**src/rtl/ecc_page_decoder_pkg.sv**
```systemverilog
// Shared constants, state type and code-position helpers for the page ECC datapath.
// Data bit i occupies the (i+1)-th non-power-of-two position; check bit k sits at 2^k.
package hydra_ecc_pkg;

   localparam int unsigned DATA_WIDTH = 16;
   localparam int unsigned PAGE_WORDS = 8;
   localparam int unsigned ADDR_WIDTH = 11;
   localparam int unsigned ECC_WIDTH  = 8;
   localparam int unsigned MAX_POS    = 136;

   typedef enum logic [1:0] {IDLE, COLLECT, CHECK, DRAIN} state_e;

   // Skip over each power-of-two slot at or below the running position.
   function automatic logic [7:0] data_pos(input logic [6:0] i);
      logic [7:0] p;
      p = {1'b0, i} + 8'd1;
      for (int k = 0; k < 8; k++) begin
         if (p >= 8'(1 << k)) p = p + 8'd1;
      end
      return p;
   endfunction

   // Inverse of data_pos for a non-power-of-two position: pos - 2 - floor(log2(pos)).
   function automatic logic [6:0] data_index(input logic [7:0] pos);
      logic [7:0] msb;
      msb = 8'd0;
      for (int k = 0; k < 8; k++) begin
         if (pos[k]) msb = 8'(k);
      end
      return 7'(pos - 8'd2 - msb);
   endfunction

endpackage

```
**src/rtl/ecc_page_decoder_if.sv**
```systemverilog
// Handshake bundle between the page ECC decoder and its request, SRAM, ECC-store and egress peers.
interface ecc_page_decoder_if;
   import hydra_ecc_pkg::*;

   logic                  page_req_valid;
   logic [ADDR_WIDTH-1:0] page_req_addr;
   logic                  page_req_ready;
   logic                  ecc_rd_en;
   logic [ADDR_WIDTH-1:0] ecc_rd_addr;
   logic [ECC_WIDTH-1:0]  ecc_dout;
   logic                  in_valid;
   logic [DATA_WIDTH-1:0] in_data;
   logic                  in_ready;
   logic                  out_valid;
   logic [DATA_WIDTH-1:0] out_data;
   logic                  out_last;
   logic                  out_ready;
   logic                  err_corrected;
   logic                  err_uncorrectable;

   modport slave (
      input  page_req_valid, page_req_addr, ecc_dout, in_valid, in_data, out_ready,
      output page_req_ready, ecc_rd_en, ecc_rd_addr, in_ready, out_valid, out_data, out_last,
             err_corrected, err_uncorrectable
   );

   modport master (
      output page_req_valid, page_req_addr, ecc_dout, in_valid, in_data, out_ready,
      input  page_req_ready, ecc_rd_en, ecc_rd_addr, in_ready, out_valid, out_data, out_last,
             err_corrected, err_uncorrectable
   );

endinterface

```
**src/rtl/ecc_page_decoder_syndrome.sv**
```systemverilog
// XOR of the code positions of every set bit in one page word; shared with the encoder.
module ecc_word_syndrome
   import hydra_ecc_pkg::*;
(
   input  logic [2:0]            word_idx,
   input  logic [DATA_WIDTH-1:0] data,
   output logic [ECC_WIDTH-1:0]  syndrome
);

   always_comb begin
      syndrome = '0;
      for (int b = 0; b < 16; b++) begin
         if (data[b]) syndrome = syndrome ^ data_pos({word_idx, 4'(b)});
      end
   end

endmodule

```
**src/rtl/ecc_page_decoder.sv**
```systemverilog
// Read-side page ECC checker: collects 8 words, corrects single-bit errors, streams them out.
// Define ECC_ERR_COUNT_EN to add saturating corrected/uncorrectable event counters.
module ecc_page_decoder
   import hydra_ecc_pkg::*;
(
   input  logic                clk,
   input  logic                rst_n,
   ecc_page_decoder_if.slave   bus
`ifdef ECC_ERR_COUNT_EN
   ,
   output logic [15:0]         corr_count,
   output logic [15:0]         uncorr_count
`endif
);

   state_e                                  state_q, state_d;
   logic [ADDR_WIDTH-1:0]                   addr_q, addr_d;
   logic [PAGE_WORDS-1:0][DATA_WIDTH-1:0]   page_q, page_d;
   logic [2:0]                              word_cnt_q, word_cnt_d;
   logic [2:0]                              rd_cnt_q, rd_cnt_d;
   logic [ECC_WIDTH-1:0]                    syn_q, syn_d;
   logic                                    first_q, first_d;
   logic                                    err_corr_q, err_corr_d;
   logic                                    err_uncorr_q, err_uncorr_d;

   logic                  req_ready, rd_en, in_rdy;
   logic [ECC_WIDTH-1:0]  word_syn;
   logic                  syn_pow2, syn_data;
   logic [6:0]            flip_idx;

   ecc_word_syndrome u_word_syn (
      .word_idx (word_cnt_q),
      .data     (bus.in_data),
      .syndrome (word_syn)
   );

   assign syn_pow2 = (syn_q != '0) && ((syn_q & (syn_q - 8'd1)) == '0);
   assign syn_data = (syn_q != '0) && !syn_pow2 && (syn_q <= 8'(MAX_POS));
   assign flip_idx = data_index(syn_q);

   always_comb begin
      state_d      = state_q;
      addr_d       = addr_q;
      page_d       = page_q;
      word_cnt_d   = word_cnt_q;
      rd_cnt_d     = rd_cnt_q;
      syn_d        = syn_q;
      first_d      = first_q;
      err_corr_d   = 1'b0;
      err_uncorr_d = 1'b0;
      req_ready    = 1'b0;
      rd_en        = 1'b0;
      in_rdy       = 1'b0;

      unique case (state_q)
         IDLE: begin
            req_ready = 1'b1;
            if (bus.page_req_valid) begin
               rd_en      = 1'b1;
               addr_d     = bus.page_req_addr;
               word_cnt_d = '0;
               syn_d      = '0;
               first_d    = 1'b1;
               state_d    = COLLECT;
            end
         end
         COLLECT: begin
            in_rdy  = 1'b1;
            first_d = 1'b0;
            // Stored ECC arrives one cycle after the read strobe, i.e. on the first COLLECT cycle.
            syn_d = syn_q ^ (first_q ? bus.ecc_dout : '0) ^ (bus.in_valid ? word_syn : '0);
            if (bus.in_valid) begin
               page_d[word_cnt_q] = bus.in_data;
               word_cnt_d         = word_cnt_q + 3'd1;
               if (word_cnt_q == 3'd7) state_d = COLLECT == COLLECT ? CHECK : CHECK;
            end
         end
         CHECK: begin
            if (syn_pow2) begin
               err_corr_d = 1'b1;
            end else if (syn_data) begin
               page_d[flip_idx[6:4]][flip_idx[3:0]] = ~page_q[flip_idx[6:4]][flip_idx[3:0]];
               err_corr_d = 1'b1;
            end else if (syn_q != '0) begin
               err_uncorr_d = 1'b1;
            end
            rd_cnt_d = '0;
            state_d  = DRAIN;
         end
         DRAIN: begin
            if (bus.out_ready) begin
               rd_cnt_d = rd_cnt_q + 3'd1;
               if (rd_cnt_q == 3'd7) state_d = IDLE;
            end
         end
         default: state_d = IDLE;
      endcase
   end

   always_ff @(posedge clk) begin
      if (!rst_n) begin
         state_q      <= IDLE;
         addr_q       <= '0;
         page_q       <= '0;
         word_cnt_q   <= '0;
         rd_cnt_q     <= '0;
         syn_q        <= '0;
         first_q      <= 1'b0;
         err_corr_q   <= 1'b0;
         err_uncorr_q <= 1'b0;
      end else begin
         state_q      <= state_d;
         addr_q       <= addr_d;
         page_q       <= page_d;
         word_cnt_q   <= word_cnt_d;
         rd_cnt_q     <= rd_cnt_d;
         syn_q        <= syn_d;
         first_q      <= first_d;
         err_corr_q   <= err_corr_d;
         err_uncorr_q <= err_uncorr_d;
      end
   end

   assign bus.page_req_ready    = req_ready;
   assign bus.ecc_rd_en         = rd_en;
   assign bus.ecc_rd_addr       = rd_en ? bus.page_req_addr : addr_q;
   assign bus.in_ready          = in_rdy;
   assign bus.out_valid         = (state_q == DRAIN);
   assign bus.out_data          = (state_q == DRAIN) ? page_q[rd_cnt_q] : '0;
   assign bus.out_last          = (state_q == DRAIN) && (rd_cnt_q == 3'd7);
   assign bus.err_corrected     = err_corr_q;
   assign bus.err_uncorrectable = err_uncorr_q;

`ifdef ECC_ERR_COUNT_EN
   logic [15:0] corr_cnt_q, uncorr_cnt_q;

   always_ff @(posedge clk) begin
      if (!rst_n) begin
         corr_cnt_q   <= '0;
         uncorr_cnt_q <= '0;
      end else begin
         if (err_corr_d && (corr_cnt_q != 16'hFFFF))     corr_cnt_q   <= corr_cnt_q + 16'd1;
         if (err_uncorr_d && (uncorr_cnt_q != 16'hFFFF)) uncorr_cnt_q <= uncorr_cnt_q + 16'd1;
      end
   end

   assign corr_count   = corr_cnt_q;
   assign uncorr_count = uncorr_cnt_q;
`endif

endmodule

```
**src/flat_wrapper.sv**
```systemverilog
// flat-port wrapper written by rule: the top's interface ports become plain ports
module ecc_page_decoder_flat import hydra_ecc_pkg::*;
  (clk, rst_n, bus_page_req_valid, bus_page_req_addr, bus_ecc_dout, bus_in_valid, bus_in_data, bus_out_ready, bus_page_req_ready, bus_ecc_rd_en, bus_ecc_rd_addr, bus_in_ready, bus_out_valid, bus_out_data, bus_out_last, bus_err_corrected, bus_err_uncorrectable);
  ecc_page_decoder_if bus_i ();
  input  logic clk;
  input  logic rst_n;
  input wire logic [$bits(bus_i.page_req_valid)-1:0] bus_page_req_valid;
  input wire logic [$bits(bus_i.page_req_addr)-1:0] bus_page_req_addr;
  input wire logic [$bits(bus_i.ecc_dout)-1:0] bus_ecc_dout;
  input wire logic [$bits(bus_i.in_valid)-1:0] bus_in_valid;
  input wire logic [$bits(bus_i.in_data)-1:0] bus_in_data;
  input wire logic [$bits(bus_i.out_ready)-1:0] bus_out_ready;
  output wire logic [$bits(bus_i.page_req_ready)-1:0] bus_page_req_ready;
  output wire logic [$bits(bus_i.ecc_rd_en)-1:0] bus_ecc_rd_en;
  output wire logic [$bits(bus_i.ecc_rd_addr)-1:0] bus_ecc_rd_addr;
  output wire logic [$bits(bus_i.in_ready)-1:0] bus_in_ready;
  output wire logic [$bits(bus_i.out_valid)-1:0] bus_out_valid;
  output wire logic [$bits(bus_i.out_data)-1:0] bus_out_data;
  output wire logic [$bits(bus_i.out_last)-1:0] bus_out_last;
  output wire logic [$bits(bus_i.err_corrected)-1:0] bus_err_corrected;
  output wire logic [$bits(bus_i.err_uncorrectable)-1:0] bus_err_uncorrectable;
  assign bus_i.page_req_valid = bus_page_req_valid;
  assign bus_i.page_req_addr = bus_page_req_addr;
  assign bus_i.ecc_dout = bus_ecc_dout;
  assign bus_i.in_valid = bus_in_valid;
  assign bus_i.in_data = bus_in_data;
  assign bus_i.out_ready = bus_out_ready;
  assign bus_page_req_ready = bus_i.page_req_ready;
  assign bus_ecc_rd_en = bus_i.ecc_rd_en;
  assign bus_ecc_rd_addr = bus_i.ecc_rd_addr;
  assign bus_in_ready = bus_i.in_ready;
  assign bus_out_valid = bus_i.out_valid;
  assign bus_out_data = bus_i.out_data;
  assign bus_out_last = bus_i.out_last;
  assign bus_err_corrected = bus_i.err_corrected;
  assign bus_err_uncorrectable = bus_i.err_uncorrectable;
  ecc_page_decoder u_core (.clk(clk), .rst_n(rst_n), .bus(bus_i));
endmodule
```
**config.mk**
```make
export PLATFORM = sky130hd
export DESIGN_NAME = ecc_page_decoder_flat
export DESIGN_NICKNAME = d
export VERILOG_FILES = /design/src/rtl/ecc_page_decoder_pkg.sv /design/src/rtl/ecc_page_decoder_if.sv /design/src/rtl/ecc_page_decoder_syndrome.sv /design/src/rtl/ecc_page_decoder.sv /design/src/flat_wrapper.sv
export SDC_FILE = /design/constraint.sdc
export NUM_CORES = 1
export LEC_CHECK = 0
export ABC_AREA = 0
export BUFFER_PORTS_ARGS = -buffer_cell sky130_fd_sc_hd__buf_2
export CAP_MARGIN = 15
export CORE_MARGIN = 1.5
export CORE_UTILIZATION = 50
export DETAILED_ROUTE_END_ITERATION = 7
export MAX_ROUTING_LAYER = met4
export PLACE_DENSITY_LB_ADDON = 0.15
export SLEW_MARGIN = 15
export SYNTH_ARGS = -nofsm -noshare
export SYNTH_HDL_FRONTEND = slang
export SYNTH_HIERARCHICAL = 1
export SYNTH_SLANG_ARGS = --single-unit
```
**constraint.sdc**
```tcl
create_clock -name clk -period 9.7 [get_ports clk]
set_clock_uncertainty 0.2 [all_clocks]
set_input_delay 0.97 -clock clk [delete_from_list [all_inputs] [get_ports clk]]
set_output_delay 0.97 -clock clk [all_outputs]
set_load 0.01 [all_outputs]
```
==> flow_summary.toml <==
[run_status]
status = "finished clean"

[die]
die-area_um2 = 34500
coreArea_um2 = 32700
die_w_um = 186
ios = 74
row_count = 66
start_util = 0.511
die_h_um = 186

[clock_network]
numCtsBuffers = 17
cts_tree = "yes"
cts.sinks = 158
worstSkewPairLatency_ps = 450
clock_path_buffers = 2
path_clk_slew_ps = 70
holdBufCountCts = 0
root_buffer = "clkbuf_16"
ctsResizeCount = 0
post_cts_buffers = 0
htree_levels = 4

[grt]
gr-total-overflow = 0
grt_pass1_vias = 16600
grt_pass1_wl_um = 92400
grt_max_degree = 117
antenna_found_initial = 0
grt_usage = 0.355

[worst_setup_path]
crit_start = "u_core/word_cnt_q[1]"
slowest_delay_ps = 590
critPathSlowestCell = "a221oi_1"
worstPathArrival_ps = 8350
crit_type = "reg2reg"
required_ps = 9830
crit_path_max_fanout = 19
cp-start-kind = "flip-flop"
cp_common_cell = "ha_1"
reg2reg_from = "u_core/word_cnt_q[1]"
crit_path_end_kind = "flip-flop"

[layout]
area_growth_pct = 6.86
nNetsFinal = 2416
multi_input_area_um2 = 12500
n_fill_cell = 3164
diodes = 0
register_area_um2 = 3170
layout-drive-gt1-share = 0.118

[drt]
met2_length_um = 27200
drc = 0
drt_pass1_iterations = 6
initialDrtViolationCount = 2215
m1WireLength_um = 23700
vias = 18000
avgViaCountPerCell = 6.55
wl_met3_um = 5850
final_antenna_net_count = 0
wl_um = 60100
wl_per_cell_um = 21.8
topRoutingLayerUsed = "met4"

[synthesis]
synth_top_area_cell = "dfxtp_1"
synth_common_cells = "o21ai_0, nor2_1, nand2_1"
synthArstFlopShare = 0
synth.top_cells.by_area = "dfxtp_1, o21ai_0, xnor2_1"
synth_edf_count = 0
syn_avg_cell_area_um2 = 7.05
ys.warnings.count = 6
synthesis.nets = 2485
yosysMostFrequentCell = "o21ai_0"
synth.yosys.seq_area_share = 0.189
ys.flop_type = "dfxtp_1"
syn_area_um2 = 16700
postSynthCellCount = 2368
synth_top_area_share = 0.189
synth.distinct_cells = 94
ys_ff_latch = 158

[sta]
hold_viol = 0
post-route-min-period_ps = 8220
setup_tns_ps = 0
maxSlewViolCount = 0
setup_viol = 0
rsz0062_at_grt = "false"
timing.hold.ws_ps = 342
fin_ws_ps = 1480
timing.final.crit_share = 0.848
slew_headroom = 0.139
worst_pin_slew_ps = 1290
fmax_mhz = 122

[power_and_ir_drop]
power_density_nw_per_um2 = 364
ir_drop_mv = 0.633
power.leakage_uw = 0.00641

[hold_path]
hold_path.class = "reg2reg"
hold_path.startpoint = "u_core/page_q[73]"

[placement]
numPortBuffers = 73
dpl.hpwl_um = 38100
routabilityCongestion = 0.919
post-place-ws_ps = 1550

[job]
maxCapViolCount = 0
==> cell type report <==
type,count,area share
clock buffers,18,0.0246
repair buffers,112,0.0370
well taps,442,0.0310
multi-input cells,1928,0.700
clock inverters,14,0.0119
flip-flops and latches,158,0.177
inverters,82,0.0178
==> final timing paths <==
path,to,slack (ps),depth (start not counted)
hold / removal,u_core/page_q[73],340,2
setup reg to reg,u_core/syn_q[2],1480,35
hold reg to reg,u_core/page_q[73],340,2
setup / recovery,u_core/syn_q[2],1480,35
==> stage by stage <==
| stage | std cells | cell area (µm²) | total power [µW] | util |
|---|---|---|---|---|
| after floorplan | 2368 | 16700 | 4320 | - |
| after global placement | 2722 | 17200 | 5510 | 0.526 |
| after detailed placement | 2722 | 17200 | 5550 | 0.526 |
| after CTS | 2754 | 17800 | 6320 | 0.545 |
| after global routing | 2754 | 17800 | 6740 | 0.546 |
| final | 2754 | 17800 | 6490 | 0.546 |
==> state kept, by name (all words and copies together), names as in the netlist <==
name,flops
u_core/addr_q,11
u_core/bus.err_corrected,1
u_core/bus.err_uncorrectable,1
u_core/first_q,1
u_core/page_q,128
u_core/rd_cnt_q,3
u_core/state_q,2
u_core/syn_q,8
u_core/word_cnt_q,3
==> power breakdown <==
part	internal (µW)	total (µW)	switching, µW
Sequential	712	771	58.7
Combinational	1420	4960	3540
Clock	464	763	299
==> cells in the final DEF, fill, tap and decap left out, types with 8 or more instances in the layout <==
cell,synthesis,routed
a211oi_1,8,8
a21o_1,9,8
a21oi_1,193,193
a22oi_1,15,15
a31oi_1,135,135
a32oi_1,9,9
and2_1,37,37
and3_1,14,14
buf_2,17,72
buf_4,4,40
clkbuf_16,0,17
dfxtp_1,158,154
ha_1,75,74
inv_1,77,77
mux2_2,21,21
mux2i_1,29,29
mux4_2,47,47
nand2_1,253,253
nand2b_1,28,28
nand3_1,80,80
nand4_1,16,16
nor2_1,289,284
nor2b_1,35,35
nor3_1,20,16
o211ai_1,17,17
o21ai_0,291,291
o22ai_1,13,13
o31ai_1,10,10
or2_2,10,10
xnor2_1,124,122
xor2_1,33,31
==> critical path: cells and delay by family (launching register included) <==
kind	cells	cell delay [ps]
fa+ha+maj	7	2090
simple gates	10	1680
compound gates	7	1580
buf+inv	6	1200
xor+xnor	4	580
mux	1	410
flops	1	330
==> logic make-up after synthesis <==
| kind of cell | Yosys count | share of synthesized area |
|---|---|---|
| compound gates | 771 | 0.272 |
| xor+xnor | 163 | 0.0897 |
| fa+ha+maj | 78 | 0.0592 |
| buf+inv | 282 | 0.0702 |
| flops | 158 | 0.189 |
| mux | 99 | 0.0967 |
| simple gates | 817 | 0.223 |
==> routing by layer <==
| metal | vias to the layer above | global-route usage |
|---|---|---|
| li1 | 8282 | - |
| met2 | 1062 | 0.555 |
| met4 | 0 | 0.191 |
| met5 | - | - |
| met1 | 8454 | 0.435 |
| met3 | 245 | 0.0653 |
Power figures use the tool's default switching activity.
